==> src/rtl/ddr3_app_arbiter_if.sv <==
// Bundle of client-side and controller-side signals for ddr3_app_arbiter.
// Ports:
//   clients    : c0/c1 req_valid/ready/write/addr/data/mask
//   responses  : rsp_valid, rsp_client, rsp_data
//   controller : init_calib_complete, app_* command, write-data and read-data
//   status     : rd_outstanding, err_underflow
// Modport master is the arbiter side; slave is the clients plus controller side.
interface ddr3_app_arbiter_if #(
   parameter int unsigned ADDR_W = 28,
   parameter int unsigned DATA_W = 256,
   parameter int unsigned MASK_W = DATA_W / 8,
   parameter int unsigned MAX_RD = 16
);
   localparam int unsigned CNT_W = $clog2(MAX_RD) + 1;

   logic              init_calib_complete;
   logic              c0_req_valid;
   logic              c0_req_ready;
   logic              c0_req_write;
   logic [ADDR_W-1:0] c0_req_addr;
   logic [DATA_W-1:0] c0_req_data;
   logic [MASK_W-1:0] c0_req_mask;
   logic              c1_req_valid;
   logic              c1_req_ready;
   logic              c1_req_write;
   logic [ADDR_W-1:0] c1_req_addr;
   logic [DATA_W-1:0] c1_req_data;
   logic [MASK_W-1:0] c1_req_mask;
   logic              rsp_valid;
   logic              rsp_client;
   logic [DATA_W-1:0] rsp_data;
   logic [ADDR_W-1:0] app_addr;
   logic [2:0]        app_cmd;
   logic              app_en;
   logic              app_rdy;
   logic              app_wdf_rdy;
   logic [DATA_W-1:0] app_wdf_data;
   logic [MASK_W-1:0] app_wdf_mask;
   logic              app_wdf_wren;
   logic              app_wdf_end;
   logic [DATA_W-1:0] app_rd_data;
   logic              app_rd_data_valid;
   logic [CNT_W-1:0]  rd_outstanding;
   logic              err_underflow;

   modport master (
      input  init_calib_complete,
      input  c0_req_valid, c0_req_write, c0_req_addr, c0_req_data, c0_req_mask,
      input  c1_req_valid, c1_req_write, c1_req_addr, c1_req_data, c1_req_mask,
      output c0_req_ready, c1_req_ready,
      output rsp_valid, rsp_client, rsp_data,
      output app_addr, app_cmd, app_en, app_wdf_data, app_wdf_mask, app_wdf_wren, app_wdf_end,
      input  app_rdy, app_wdf_rdy, app_rd_data, app_rd_data_valid,
      output rd_outstanding, err_underflow
   );

   modport slave (
      output init_calib_complete,
      output c0_req_valid, c0_req_write, c0_req_addr, c0_req_data, c0_req_mask,
      output c1_req_valid, c1_req_write, c1_req_addr, c1_req_data, c1_req_mask,
      input  c0_req_ready, c1_req_ready,
      input  rsp_valid, rsp_client, rsp_data,
      input  app_addr, app_cmd, app_en, app_wdf_data, app_wdf_mask, app_wdf_wren, app_wdf_end,
      output app_rdy, app_wdf_rdy, app_rd_data, app_rd_data_valid,
      input  rd_outstanding, err_underflow
   );
endinterface

==> src/rtl/ddr3_app_arbiter.sv <==
// Two-client round-robin arbiter/sequencer for the DDR3 controller app interface.
// Grants one single-beat request at a time, drives the command and write-data
// channels, and routes in-order read returns back through a client-tag FIFO.
// Ports:
//   ui_clk          : controller user clock, rising edge
//   ui_clk_sync_rst : synchronous active-high reset
//   bus             : ddr3_app_arbiter_if.master (clients, responses, app_*, status)
module ddr3_app_arbiter #(
   parameter int unsigned ADDR_W = 28,
   parameter int unsigned DATA_W = 256,
   parameter int unsigned MASK_W = DATA_W / 8,
   parameter int unsigned MAX_RD = 16
) (
   input logic                ui_clk,
   input logic                ui_clk_sync_rst,
   ddr3_app_arbiter_if.master bus
);
   localparam int unsigned PTR_W = $clog2(MAX_RD);
   localparam int unsigned CNT_W = $clog2(MAX_RD) + 1;
   localparam logic [2:0]  CMD_WR = 3'b000;
   localparam logic [2:0]  CMD_RD = 3'b001;

   typedef enum logic {IDLE, ISSUE} state_t;

   state_t            state;
   state_t            state_nxt;
   logic              last_grant;
   logic              cmd_done;
   logic              data_done;
   logic [ADDR_W-1:0] addr_q;
   logic [2:0]        cmd_q;
   logic [DATA_W-1:0] data_q;
   logic [MASK_W-1:0] mask_q;
   logic [MAX_RD-1:0] tag_mem;
   logic [PTR_W-1:0]  wr_ptr;
   logic [PTR_W-1:0]  rd_ptr;
   logic [CNT_W-1:0]  count;
   logic              err_q;

   logic              elig0;
   logic              elig1;
   logic              accept;
   logic              grant_id;
   logic              sel_write;
   logic [ADDR_W-1:0] sel_addr;
   logic [DATA_W-1:0] sel_data;
   logic [MASK_W-1:0] sel_mask;
   logic              cmd_fire;
   logic              data_fire;
   logic              tag_empty;
   logic              push;
   logic              pop;

   // Eligibility and round-robin pick; reads need a free tag slot.
   always_comb begin
      elig0    = bus.c0_req_valid & (bus.c0_req_write | (count < CNT_W'(MAX_RD)));
      elig1    = bus.c1_req_valid & (bus.c1_req_write | (count < CNT_W'(MAX_RD)));
      accept   = (state == IDLE) & bus.init_calib_complete & (elig0 | elig1);
      grant_id = (elig0 & elig1) ? ~last_grant : elig1;
      sel_write = grant_id ? bus.c1_req_write : bus.c0_req_write;
      sel_addr  = grant_id ? bus.c1_req_addr  : bus.c0_req_addr;
      sel_data  = grant_id ? bus.c1_req_data  : bus.c0_req_data;
      sel_mask  = grant_id ? bus.c1_req_mask  : bus.c0_req_mask;
   end

   assign cmd_fire  = (state == ISSUE) & ~cmd_done  & bus.app_rdy;
   assign data_fire = (state == ISSUE) & ~data_done & bus.app_wdf_rdy;

   // State register.
   always_ff @(posedge ui_clk) begin
      if (ui_clk_sync_rst) state <= IDLE;
      else                 state <= state_nxt;
   end

   // Next state: leave ISSUE once both channels are done, counting this cycle's handshakes.
   always_comb begin
      state_nxt = state;
      case (state)
         IDLE:    if (accept) state_nxt = ISSUE;
         ISSUE:   if ((cmd_done | cmd_fire) & (data_done | data_fire)) state_nxt = IDLE;
         default: state_nxt = IDLE;
      endcase
   end

   // FSM outputs: client ready in IDLE, channel enables in ISSUE.
   always_comb begin
      bus.c0_req_ready = 1'b0;
      bus.c1_req_ready = 1'b0;
      bus.app_en       = 1'b0;
      bus.app_wdf_wren = 1'b0;
      bus.app_wdf_end  = 1'b0;
      case (state)
         IDLE: begin
            bus.c0_req_ready = accept & ~grant_id;
            bus.c1_req_ready = accept &  grant_id;
         end
         ISSUE: begin
            bus.app_en       = ~cmd_done;
            bus.app_wdf_wren = ~data_done;
            bus.app_wdf_end  = ~data_done;
         end
         default: ;
      endcase
   end

   // Captured transaction and per-channel completion flags.
   always_ff @(posedge ui_clk) begin
      if (ui_clk_sync_rst) begin
         last_grant <= 1'b1;
         cmd_done   <= 1'b1;
         data_done  <= 1'b1;
         addr_q     <= '0;
         cmd_q      <= CMD_RD;
         data_q     <= '0;
         mask_q     <= '0;
      end else if (accept) begin
         last_grant <= grant_id;
         cmd_done   <= 1'b0;
         data_done  <= ~sel_write;
         addr_q     <= sel_addr;
         cmd_q      <= sel_write ? CMD_WR : CMD_RD;
         data_q     <= sel_data;
         mask_q     <= sel_mask;
      end else begin
         if (cmd_fire)  cmd_done  <= 1'b1;
         if (data_fire) data_done <= 1'b1;
      end
   end

   assign bus.app_addr     = addr_q;
   assign bus.app_cmd      = cmd_q;
   assign bus.app_wdf_data = data_q;
   assign bus.app_wdf_mask = mask_q;

   // Read-tag FIFO; pointers wrap naturally since MAX_RD is a power of two.
   assign tag_empty = (count == '0);
   assign push      = accept & ~sel_write;
   assign pop       = bus.app_rd_data_valid & ~tag_empty;

   always_ff @(posedge ui_clk) begin
      if (ui_clk_sync_rst) begin
         tag_mem <= '0;
         wr_ptr  <= '0;
         rd_ptr  <= '0;
         count   <= '0;
         err_q   <= 1'b0;
      end else begin
         if (push) begin
            tag_mem[wr_ptr] <= grant_id;
            wr_ptr          <= wr_ptr + PTR_W'(1);
         end
         if (pop) rd_ptr <= rd_ptr + PTR_W'(1);
         if (bus.app_rd_data_valid & tag_empty) err_q <= 1'b1;
         case ({push, pop})
            2'b10:   count <= count + CNT_W'(1);
            2'b01:   count <= count - CNT_W'(1);
            default: count <= count;
         endcase
      end
   end

   // Zero-latency response path.
   assign bus.rsp_valid      = bus.app_rd_data_valid;
   assign bus.rsp_data       = bus.app_rd_data;
   assign bus.rsp_client     = tag_empty ? 1'b0 : tag_mem[rd_ptr];
   assign bus.rd_outstanding = count;
   assign bus.err_underflow  = err_q;
endmodule

==> src/flat_wrapper.sv <==
// flat-port wrapper written by rule: the top's interface ports become plain ports
module ddr3_app_arbiter_flat 
#(
   parameter int unsigned ADDR_W = 28,
   parameter int unsigned DATA_W = 256,
   parameter int unsigned MASK_W = DATA_W / 8,
   parameter int unsigned MAX_RD = 16
)
  (ui_clk, ui_clk_sync_rst, bus_init_calib_complete, bus_c0_req_valid, bus_c0_req_write, bus_c0_req_addr, bus_c0_req_data, bus_c0_req_mask, bus_c1_req_valid, bus_c1_req_write, bus_c1_req_addr, bus_c1_req_data, bus_c1_req_mask, bus_c0_req_ready, bus_c1_req_ready, bus_rsp_valid, bus_rsp_client, bus_rsp_data, bus_app_addr, bus_app_cmd, bus_app_en, bus_app_wdf_data, bus_app_wdf_mask, bus_app_wdf_wren, bus_app_wdf_end, bus_app_rdy, bus_app_wdf_rdy, bus_app_rd_data, bus_app_rd_data_valid, bus_rd_outstanding, bus_err_underflow);
  ddr3_app_arbiter_if #(.ADDR_W(ADDR_W), .DATA_W(DATA_W), .MASK_W(MASK_W), .MAX_RD(MAX_RD)) bus_i ();
  input logic ui_clk;
  input logic ui_clk_sync_rst;
  input wire logic [$bits(bus_i.init_calib_complete)-1:0] bus_init_calib_complete;
  input wire logic [$bits(bus_i.c0_req_valid)-1:0] bus_c0_req_valid;
  input wire logic [$bits(bus_i.c0_req_write)-1:0] bus_c0_req_write;
  input wire logic [$bits(bus_i.c0_req_addr)-1:0] bus_c0_req_addr;
  input wire logic [$bits(bus_i.c0_req_data)-1:0] bus_c0_req_data;
  input wire logic [$bits(bus_i.c0_req_mask)-1:0] bus_c0_req_mask;
  input wire logic [$bits(bus_i.c1_req_valid)-1:0] bus_c1_req_valid;
  input wire logic [$bits(bus_i.c1_req_write)-1:0] bus_c1_req_write;
  input wire logic [$bits(bus_i.c1_req_addr)-1:0] bus_c1_req_addr;
  input wire logic [$bits(bus_i.c1_req_data)-1:0] bus_c1_req_data;
  input wire logic [$bits(bus_i.c1_req_mask)-1:0] bus_c1_req_mask;
  output wire logic [$bits(bus_i.c0_req_ready)-1:0] bus_c0_req_ready;
  output wire logic [$bits(bus_i.c1_req_ready)-1:0] bus_c1_req_ready;
  output wire logic [$bits(bus_i.rsp_valid)-1:0] bus_rsp_valid;
  output wire logic [$bits(bus_i.rsp_client)-1:0] bus_rsp_client;
  output wire logic [$bits(bus_i.rsp_data)-1:0] bus_rsp_data;
  output wire logic [$bits(bus_i.app_addr)-1:0] bus_app_addr;
  output wire logic [$bits(bus_i.app_cmd)-1:0] bus_app_cmd;
  output wire logic [$bits(bus_i.app_en)-1:0] bus_app_en;
  output wire logic [$bits(bus_i.app_wdf_data)-1:0] bus_app_wdf_data;
  output wire logic [$bits(bus_i.app_wdf_mask)-1:0] bus_app_wdf_mask;
  output wire logic [$bits(bus_i.app_wdf_wren)-1:0] bus_app_wdf_wren;
  output wire logic [$bits(bus_i.app_wdf_end)-1:0] bus_app_wdf_end;
  input wire logic [$bits(bus_i.app_rdy)-1:0] bus_app_rdy;
  input wire logic [$bits(bus_i.app_wdf_rdy)-1:0] bus_app_wdf_rdy;
  input wire logic [$bits(bus_i.app_rd_data)-1:0] bus_app_rd_data;
  input wire logic [$bits(bus_i.app_rd_data_valid)-1:0] bus_app_rd_data_valid;
  output wire logic [$bits(bus_i.rd_outstanding)-1:0] bus_rd_outstanding;
  output wire logic [$bits(bus_i.err_underflow)-1:0] bus_err_underflow;
  assign bus_i.init_calib_complete = bus_init_calib_complete;
  assign bus_i.c0_req_valid = bus_c0_req_valid;
  assign bus_i.c0_req_write = bus_c0_req_write;
  assign bus_i.c0_req_addr = bus_c0_req_addr;
  assign bus_i.c0_req_data = bus_c0_req_data;
  assign bus_i.c0_req_mask = bus_c0_req_mask;
  assign bus_i.c1_req_valid = bus_c1_req_valid;
  assign bus_i.c1_req_write = bus_c1_req_write;
  assign bus_i.c1_req_addr = bus_c1_req_addr;
  assign bus_i.c1_req_data = bus_c1_req_data;
  assign bus_i.c1_req_mask = bus_c1_req_mask;
  assign bus_c0_req_ready = bus_i.c0_req_ready;
  assign bus_c1_req_ready = bus_i.c1_req_ready;
  assign bus_rsp_valid = bus_i.rsp_valid;
  assign bus_rsp_client = bus_i.rsp_client;
  assign bus_rsp_data = bus_i.rsp_data;
  assign bus_app_addr = bus_i.app_addr;
  assign bus_app_cmd = bus_i.app_cmd;
  assign bus_app_en = bus_i.app_en;
  assign bus_app_wdf_data = bus_i.app_wdf_data;
  assign bus_app_wdf_mask = bus_i.app_wdf_mask;
  assign bus_app_wdf_wren = bus_i.app_wdf_wren;
  assign bus_app_wdf_end = bus_i.app_wdf_end;
  assign bus_i.app_rdy = bus_app_rdy;
  assign bus_i.app_wdf_rdy = bus_app_wdf_rdy;
  assign bus_i.app_rd_data = bus_app_rd_data;
  assign bus_i.app_rd_data_valid = bus_app_rd_data_valid;
  assign bus_rd_outstanding = bus_i.rd_outstanding;
  assign bus_err_underflow = bus_i.err_underflow;
  ddr3_app_arbiter #(.ADDR_W(ADDR_W), .DATA_W(DATA_W), .MASK_W(MASK_W), .MAX_RD(MAX_RD)) u_core (.ui_clk(ui_clk), .ui_clk_sync_rst(ui_clk_sync_rst), .bus(bus_i));
endmodule
==> config.mk <==
export PLATFORM = sky130hd
export DESIGN_NAME = ddr3_app_arbiter_flat
export DESIGN_NICKNAME = d
export VERILOG_FILES = /design/src/rtl/ddr3_app_arbiter_if.sv /design/src/rtl/ddr3_app_arbiter.sv /design/src/flat_wrapper.sv
export SDC_FILE = /design/constraint.sdc
export NUM_CORES = 1
export LEC_CHECK = 0
export ABC_AREA = 1
export CAP_MARGIN = 20
export CORE_AREA = 2 2 571 573
export CTS_CLUSTER_DIAMETER = 100
export DETAILED_ROUTE_END_ITERATION = 10
export DIE_AREA = 0 0 573 575
export SLEW_MARGIN = 20
export SYNTH_ARGS = -nofsm -noshare
export SYNTH_HDL_FRONTEND = slang
export SYNTH_SLANG_ARGS = --single-unit
==> constraint.sdc <==
create_clock -name ui_clk -period 4.4 [get_ports ui_clk]
set_clock_uncertainty 0.15 [all_clocks]
set_input_delay 0.44 -clock ui_clk [delete_from_list [all_inputs] [get_ports ui_clk]]
set_output_delay 0.44 -clock ui_clk [all_outputs]
set_load 0.05 [all_outputs]
==> results of run 1 <==
==> power breakdown <==
part,internal (mW),switching (mW)
clock,2.57,1.95
combinational,1.78,3.71
sequential,3.55,0.254
==> worst min-delay path, stage by stage <==
cell             delay (ns)
clkdlybuf4s50_1        0.39
nand2_1                0.06
nand2_1                0.05
nand2_1                0.05
a21oi_1                0.05
==> area by class of cell <==
type                       instances  area [µm²]  area share
antenna                          110         275     0.00822
clock buffer                      73        1490      0.0446
multi-input combinational       2122        8610       0.257
inverter                          43         185     0.00553
clock inverter                    26         282     0.00840
sequential                       351        7030       0.210
tap                             4325        5410       0.162
timing repair buffer            1015       10200       0.305
==> cell usage in the layout, fill, tap and decap left out, drive strengths merged, types with 3 or more instances in the layout <==
master            n
nand3            18
buf              62
nand4             3
o21ai            17
diode           110
xor2              7
a21oi           344
nor2             58
dfxtp           351
clkdlybuf4s50   952
inv              51
bufinv            3
clkbuf           73
clkinv           12
ha                9
clkinvlp          3
nand2          1660
==> kinds of logic (layout without fill, tap and decap cells) <==
kind of cell | Yosys count | in the layout
compound gates | 365 | 365
flops | 351 | 351
other cells | 1 | 112
fa+ha+maj | 9 | 9
simple gates | 1739 | 1739
buf+inv | 485 | 1157
xor+xnor | 7 | 7
==> synthesized netlist by cell type, drive strengths merged <==
master | instances | area (µm²)
o21bai | 1 | 7.51
conb | 1 | 3.75
xor2 | 7 | 61.3
clkbuf | 82 | 308
a21oi | 344 | 1730
dfxtp | 351 | 7030
ha | 9 | 113
nand2 | 1660 | 6230
o21ai | 17 | 85.1
clkinv | 1 | 5.00
nand3 | 18 | 90.1
inv | 42 | 158
nand4 | 3 | 18.8
o211ai | 2 | 15.0
buf | 360 | 2460
nor2 | 58 | 225
a21boi | 1 | 7.51
==> how the worst max path moves through the flow <==
stage,slack (ns),end,startpoint,depth (start not counted)
after floorplan,1.62,u_core.bus.rd_outstanding[4],u_core.bus.rd_outstanding[4],16
after global placement,0.74,u_core.bus.rd_outstanding[4],bus_c1_req_write,18
after detailed placement,0.91,u_core.bus.rd_outstanding[4],bus_c1_req_write,18
after CTS,0.73,bus_rsp_client,u_core.rd_ptr[0],7
after global routing,0.57,bus_rsp_client,u_core.rd_ptr[0],7
final,0.87,bus_rsp_client,u_core.rd_ptr[0],7
==> routing by layer <==
metal  vias to the layer above  track usage
met2                      1766        0.211
met3                       428        0.145
met5                         -      0.00803
met4                       130       0.0667
li1                      10275            -
met1                      9812        0.122
==> flip-flops by register name, summed over array words and instances, names as in the netlist <==
signal and flops:
u_core.last_grant 1, u_core.cmd_done 1, u_core.bus.app_wdf_mask 32, u_core.data_done 1, u_core.bus.app_addr 28, u_core.bus.err_underflow 1
u_core.bus.rd_outstanding 5, u_core.rd_ptr 4, u_core.bus.app_wdf_data 256, u_core.state 1, u_core.tag_mem 16, u_core.wr_ptr 4
u_core.bus.app_cmd 1
==> stage by stage <==
step             util  setup slack (ns)  hold WS (ns)
2_1_floorplan       -              1.62         0.281
6_report        0.104             0.867         0.196
5_1_grt         0.103             0.567         0.158
4_1_cts         0.103             0.729        0.0848
3_5_place_dp   0.0973             0.907         0.305
3_3_place_gp   0.0973             0.736         0.300
==> timing repair <==
| item | 4_1_cts | 5_1_grt |
|---|---|---|
| setup endpoints to repair | 0 | 0 |
| resized for setup | 0 | 0 |
| endpoints found under the hold margin | 52 | 0 |
| hold buffers | 1 | 0 |
==> results.toml, run 1 <==
[drt]
dr.pass1.iters = 5
num_vias = 22411
drc = 0
topRoutingLayerUsed = "met5"
routed_via_density = 2.78
wl_per_cell_um = 30.0
ant_nets = 0
wl_met2_mm = 101
wl_mm = 242
wl_met1_mm = 72.0
wl_met3_mm = 54.7
drt_iter0_drc = 1151

[place]
placed_area_um2 = 31500
post-place-cells = 7855
dp_hpwl_mm = 217
gp_congestion = 0.917
portBuffers = 971

[worst_setup_path]
worst-path-max-fanout = 17
critPathLaunchType = "flip-flop"
rr_worst_depth = 16
required_ns = 3.81
slowest_delay_ns = 0.86
ff2ff_setup_slack_ns = 1.39
worst_ep_arrival_time_ns = 2.94
cp_num_buf_inv = 2
critPathTopFamily = "buffers and inverters"
slowest_stage = "clkdlybuf4s50_1"
timing.rr.end = "u_core.bus.rd_outstanding[4]"
worstPathCellList = "inv_1 -> o211ai_1 -> nand3_1 -> nand2_1 -> nand2_1 -> a21oi_1 -> clkdlybuf4s50_1"
cp_common_cell = "nand2_1"
end_kind = "output pin"
worstSetupPathType = "reg -> out"
rr_startpoint = "u_core.bus.rd_outstanding[4]"

[logic_synthesis]
synth-adder-area-share = 0.00607
syn_area_per_cell_um2 = 6.27
yosys.area_share.simple = 0.354
ys_seq_area_frac = 0.379
yosysUniqueCellTypes = 25
synth_top_family_by_area = "simple AND/OR/NAND/NOR gates"
synth_compound_area_frac = 0.0996
ys_ff_latch = 351
synth_xor_area_frac = 0.00331
postSynthCellCount = 2957
ys_warn_count = 0
synth.mux.area_fraction = 0
synthesis.area_um2 = 18500

[clock_network]
cts_tree = "yes"
htreeDepth = 2
clock_path_buffers = 3
cts_setup_buffers = 0
clkSlewWorstSetupHoldPaths_ns = 0.06
clock_latency_ns = 0.73
clock_sinks = 351
cts_made_buffers = 54
cts-root-buf = "clkbuf_16"

[worst_hold_path]
hold_end = "u_core.bus.app_wdf_data[114]"
min_path_type = "in -> reg"
hold_start = "bus_c0_req_data[114]"
min_path_cells = 5

[layout]
area_growth_pct = 80.7
finish.instance_area_um2 = 33500
fin_cells = 8065
fillers = 37997
drive_above_1_share = 0.0424
nets = 4494

[power_and_ir_drop]
power_density_nw_per_um2 = 412
total_leakage_power_nw = 12.2
power.total_mw = 13.8
ir_drop_mv = 0.309

[floorplanning]
die_x_um = 573
die_y_um = 575
dieArea_um2 = 329000
rows = 209
start_util = 0.0574
coreArea_um2 = 323000
ios = 1486

[sta]
setup_viol = 0
worst_pin_slew_ns = 1.13
finalSetupTns_ns = 0
min_period_ns = 3.53
rsz0062_at_grt = "false"
drv_slew = 0
fmax_mhz = 283
hold_viol = 0
period_share = 0.803
relSlewSlack = 0.243

[job]
maxCapViolations = 0

[global_routing]
grt_pass1_vias = 20996
antenna_found_initial = 205
grt_first_pass_wirelength_mm = 288
grt-ovfl-total = 0
grt_max_degree = 110
track_usage = 0.142

[outcome]
status = "completed"
Note: power is estimated with default switching activity, not from simulation.
==> run 2: changes to the inputs <==
CORE_AREA = 2 2 570 572   (was 2 2 571 573)
DIE_AREA = 0 0 572 574   (was 0 0 573 575)
clock period = 3.6 ns   (was 4.4 ns; I/O delays follow)
==> run 2 against run 1 <==
Against the previous run: first-iteration DRC count increased by 5.6%; routed wire length decreased by 4.7%; via count decreased by 1.3%; final area decreased by 0.80%; combinational power increased by 22%; utilization decreased by 0.066 points; cell count decreased by 0.89%; register-to-register slack got worse by 0.52 ns; critical path type unchanged; critical endpoint unchanged.
==> results.toml, run 2 (synthesized netlist as in run 1, its figures left out) <==
[floorplanning]
die_x_um = 572
coreArea_um2 = 323000
die_y_um = 574
ios = 1486
start_util = 0.0575
rows = 209
dieArea_um2 = 328000

[sta]
finalSetupTns_ns = 0
rsz0062_at_grt = "false"
fmax_mhz = 300
relSlewSlack = 0.233
min_period_ns = 3.33
period_share = 0.926
setup_viol = 0
hold_viol = 0
drv_slew = 0
hold_slack_ns = 0.129
worst_pin_slew_ns = 1.15

[power_and_ir_drop]
pwr-share-comb = 0.402
pwr-share-seq = 0.279
power.total_mw = 16.7
power_density_nw_per_um2 = 502
switching_power_mw = 7.13
total_leakage_power_nw = 12.2
p_int_mw = 9.56
swShare = 0.427
pwr-share-clk = 0.319
ir_drop_mv = 0.402

[layout]
mostFrequentLayoutCells = "nand2_1, clkdlybuf4s50_1, dfxtp_1"
largest_reg_flops = 256
drive_above_1_share = 0.0459
nets = 4491
fillers = 37922
fin_cells = 7993
area_growth_pct = 79.2
finish.instance_area_um2 = 33200
final_common_cell = "nand2_1"

[worst_setup_path]
end_kind = "output pin"
worstSetupPathType = "reg -> out"
worst_ep_arrival_time_ns = 2.82
worstPathCellList = "inv_1 -> a21oi_1 -> o21ai_0 -> nand3_1 -> nand2_1 -> nand2_1 -> a21oi_1 -> clkdlybuf4s50_1"
slowest_stage = "clkdlybuf4s50_1"
critPathLaunchType = "flip-flop"
rr_startpoint = "u_core.bus.rd_outstanding[4]"
critical_path_depth = 8
worst-path-max-fanout = 6
ff2ff_setup_slack_ns = 0.87
critPathTopFamily = "buffers and inverters"
required_ns = 3.09
slowest_delay_ns = 0.85
cp_num_buf_inv = 2
rr_worst_depth = 16
timing.rr.end = "u_core.bus.rd_outstanding[4]"

[worst_hold_path]
hold_start = "bus_c1_req_data[189]"
hold_end = "u_core.bus.app_wdf_data[189]"
min_path_type = "in -> reg"
min_path_cells = 5

[place]
placed_area_um2 = 31400
dp_hpwl_mm = 206
portBuffers = 971
gp_congestion = 0.875
post-place-cells = 7856

[clock_network]
cts_made_buffers = 50
cts_setup_buffers = 0
clock_latency_ns = 0.73
cts_tree = "yes"
cts-root-buf = "clkbuf_16"
clock_path_buffers = 3
clock_sinks = 351
clkSlewWorstSetupHoldPaths_ns = 0.06
htreeDepth = 2

[drt]
routed_via_density = 2.77
num_vias = 22121
drt_iter0_drc = 1216
dr.pass1.iters = 7
wl_per_cell_um = 28.8
ant_nets = 0
wl_mm = 230
drc = 0

[global_routing]
track_usage = 0.134
grt_max_degree = 123
grt_pass1_vias = 20360
grt-ovfl-total = 0
antenna_found_initial = 174
grt_first_pass_wirelength_mm = 271

[outcome]
status = "completed"

[job]
maxCapViolations = 0
==> run 2: cell count changes in the layout (fill, tap and decap cells not counted), sizes merged, moves of 5 or more <==
| cell | delta |
|---|---|
| diode | -62 |
| clkbuf | -5 |
| buf | +18 |
| clkinv | -5 |
| clkdlybuf4s50 | -17 |
==> run 2: repair_timing <==
action	CTS	global route
endpoints found under the setup margin	0	1
resized for setup	0	1
hold buffers	1	0
endpoints found under the hold margin	34	0
==> run 2: routing by layer <==
| layer | share of wire | global-route usage | up-vias |
|---|---|---|---|
| li1 | - | - | 10190 |
| met1 | 0.31 | 0.118 | 9624 |
| met2 | 0.43 | 0.209 | 1753 |
| met3 | 0.22 | 0.134 | 430 |
| met4 | 0.040 | 0.0433 | 124 |
| met5 | 0.0058 | 0.00930 | - |
==> run 2: cell type report <==
type / count / area [µm²] / area share
clock inverters: 20 / 275 / 0.00828
well taps: 4325 / 5410 / 0.163
inverters: 43 / 185 / 0.00557
diodes: 48 / 120 / 0.00361
clock buffers: 68 / 1410 / 0.0424
repair buffers: 1016 / 10200 / 0.307
multi-input cells: 2122 / 8610 / 0.259
flip-flops and latches: 351 / 7030 / 0.211
==> run 2: power by group through the flow <==
stage          Combinational (mW)  Clock, mW  Sequential, mW
2_1_floorplan                2.93          0            6.11
3_3_place_gp                 6.83          0            4.70
3_5_place_dp                 6.81          0            4.72
4_1_cts                      6.83       5.57            4.64
5_1_grt                      7.19       5.65            4.69
6_report                     6.71       5.33            4.65
==> run 2: per-stage QoR <==
step	utilization	worst slack, ns
after floorplan	-	0.818
after global placement	0.0974	0.360
after detailed placement	0.0974	0.440
after CTS	0.103	0.0124
after global routing	0.103	0.130
final	0.103	0.266
==> run 2: worst max path at each step <==
stage	endpoint	from	slack, ns
global placement	u_core.bus.rd_outstanding[4]	bus_c1_req_write	0.36
detailed placement	u_core.bus.rd_outstanding[4]	bus_c1_req_write	0.44
CTS	bus_rsp_client	u_core.rd_ptr[0]	0.01
floorplan	u_core.bus.rd_outstanding[4]	u_core.bus.rd_outstanding[4]	0.82
finish	bus_rsp_client	u_core.rd_ptr[1]	0.27
global route	bus_rsp_client	u_core.rd_ptr[1]	0.13
==> run 2: worst register-to-register path, cell delays in order (launching register included) <==
cell and delay [ns]:
dfxtp_1 0.38, buf_4 0.18, nor2_1 0.05, nand3_1 0.09
nand2_1 0.16, inv_1 0.22, ha_1 0.29, xor2_1 0.27
ha_1 0.20, inv_1 0.04, nand2_1 0.10, nand3_1 0.11
nand2_1 0.10, nand2_1 0.06, nand2_1 0.06, nand2_1 0.06
a21oi_1 0.12
==> run 3: changes to the inputs <==
ABC_AREA = 0   (was 1)
CORE_AREA = 2 2 586 588   (was 2 2 570 572)
DIE_AREA = 0 0 588 590   (was 0 0 572 574)
==> run 3 against run 2 <==
Against the previous run: register-to-register slack got worse by 0.26 ns; via count decreased by 18%; synthesized cell count down 36%; routed wire length is 8.7% higher; combinational power is 3.4% higher; global-route usage rose by 0.47 points; cell count shrank 9.4%; worst setup slack worse by 0.035 ns; critical endpoint unchanged.
==> results.toml, run 3 <==
[global_routing]
antenna_found_initial = 269
grt-ovfl-total = 0
grt_pass1_vias = 16762
grt_first_pass_wirelength_mm = 286
grt_max_degree = 156
track_usage = 0.139

[floorplanning]
start_util = 0.0525
dieArea_um2 = 347000
die_y_um = 590
ios = 1486
rows = 215
coreArea_um2 = 341000
die_x_um = 588

[worst_setup_path]
end_kind = "output pin"
slowest_stage = "mux4_2"
ff2ff_setup_slack_ns = 0.61
worstSetupPathType = "reg -> out"
cp_common_cell = "mux4_2"
required_ns = 3.09
worst_ep_arrival_time_ns = 2.86
worst-path-max-fanout = 7
cp_num_buf_inv = 1
critPathTopFamily = "multiplexers"
worstPathCellList = "mux4_2 -> mux4_2 -> nor2b_1 -> dlygate4sd2_1"
slowest_delay_ns = 0.56
critPathLaunchType = "flip-flop"

[logic_synthesis]
ys_seq_area_frac = 0.392
synth_edf_count = 0
yosysUniqueCellTypes = 49
ys_warn_count = 0
yosys-top-cells-area = "dfxtp_1, mux2i_1, a211oi_1"
yosysMostFrequentCell = "dfxtp_1"
synth_top_cell_area_share = 0.392
synth_area_leader_cell = "dfxtp_1"
synthesis.area_um2 = 17900
syn_area_per_cell_um2 = 9.43
netlist_top_cells_count = "dfxtp_1, mux2i_1, nor2_1"
postSynthCellCount = 1900
synth_ff_type = "dfxtp_1"
ys_async_sr_fraction = 0
ys_ff_latch = 351

[clock_network]
cts-root-buf = "clkbuf_16"
clock_latency_ns = 0.71
cts_tree = "yes"
clock_path_buffers = 3
htreeDepth = 2
clkSlewWorstSetupHoldPaths_ns = 0.06
cts_made_buffers = 52
cts_setup_buffers = 0
clock_sinks = 351

[place]
dp_hpwl_mm = 232
post-place-cells = 7073
portBuffers = 971
gp_congestion = 0.837

[layout]
fillers = 39774
multi_input_area_um2 = 8140
mostFrequentLayoutCells = "clkdlybuf4s50_1, dfxtp_1, mux2i_1"
regArea_um2 = 7030
largest_reg_flops = 256
final_common_cell = "clkdlybuf4s50_1"
drive_above_1_share = 0.0775
area_growth_pct = 84.8
fin_cells = 7238
nets = 3478

[drt]
wl_per_cell_um = 34.6
wl_mm = 251
routed_via_density = 2.51
dr.pass1.iters = 6
num_vias = 18185
drc = 0
drt_iter0_drc = 958
ant_nets = 0

[power_and_ir_drop]
total_leakage_power_nw = 11.8
power_density_nw_per_um2 = 514
ir_drop_mv = 0.344

[sta]
hold_viol = 0
finalSetupTns_ns = 0
worst_pin_slew_ns = 1.13
period_share = 0.936
rsz0062_at_grt = "false"
relSlewSlack = 0.244
drv_slew = 0
setup_viol = 0
fmax_mhz = 297
min_period_ns = 3.37

[job]
maxCapViolations = 0

[outcome]
status = "completed"

[worst_hold_path]
min_path_type = "in -> reg"
run 3: cell count changes after synthesis, sizes merged, moves of 29 or more:
cell    delta
a211oi   +317
a21oi    -335
clkbuf    -29
inv       -36
mux2i    +334
nand2   -1654
nor2     +273
run 3: cell type report:
class / instances / area share
clock inverter: 17 / 0.00506
multi-input combinational: 1123 / 0.246
timing repair buffer: 1037 / 0.313
inverter: 6 / 0.000680
antenna: 74 / 0.00559
sequential: 351 / 0.212
tap: 4557 / 0.172
clock buffer: 73 / 0.0453
run 3: timing repair:
action / 4_1_cts / 5_1_grt
hold buffers: 1 / 0
gates resized for setup: 1 / 0
endpoints found under the setup margin: 1 / 0
endpoints found under the hold margin: 12 / 0
run 3: worst paths after layout:
path                                      from                      endpoint  depth (start not counted)
setup / recovery              u_core.rd_ptr[0]                bus_rsp_client                          4
hold / removal            bus_c1_req_data[129]  u_core.bus.app_wdf_data[129]                          3
setup reg to reg  u_core.bus.rd_outstanding[4]  u_core.bus.rd_outstanding[4]                         10
hold reg to reg          u_core.bus.app_cmd[0]         u_core.bus.app_cmd[0]                          1
run 3: kinds of logic after synthesis:
group	share of synthesized area
compound gates	0.151
mux	0.195
fa+ha+maj	0.00628
simple gates	0.0986
flops	0.392
xor+xnor	0.00293
buf+inv	0.155
other cells	0.000209
run 3: metrics by stage:
stage / cell area [µm²] / setup WS, ns / hold slack (ns) / util / power [mW]
after floorplan: 17900 / 0.421 / 0.286 / - / 9.43
after global placement: 31200 / 0.299 / 0.301 / 0.0916 / 11.9
after detailed placement: 31200 / 0.335 / 0.307 / 0.0916 / 12.0
after CTS: 32900 / 0.114 / 0.0729 / 0.0965 / 17.4
after global routing: 33000 / 0.102 / 0.130 / 0.0967 / 17.7
final: 33100 / 0.231 / 0.151 / 0.0971 / 17.0
run 3: power by group:
group	internal [mW]	switching (mW)
Clock	3.03	2.19
Combinational	2.46	4.48
Sequential	4.48	0.378
run 3: tightest hold or removal path, stage by stage:
cell and delay, ns:
clkdlybuf4s50_1 0.39, mux2i_1 0.12, a211oi_1 0.08
run 3: routing by layer:
metal,routed length (µm),GRT usage
met5,1800,0.00766
met1,71100,0.113
met4,10900,0.0488
met2,99600,0.198
met3,67100,0.176
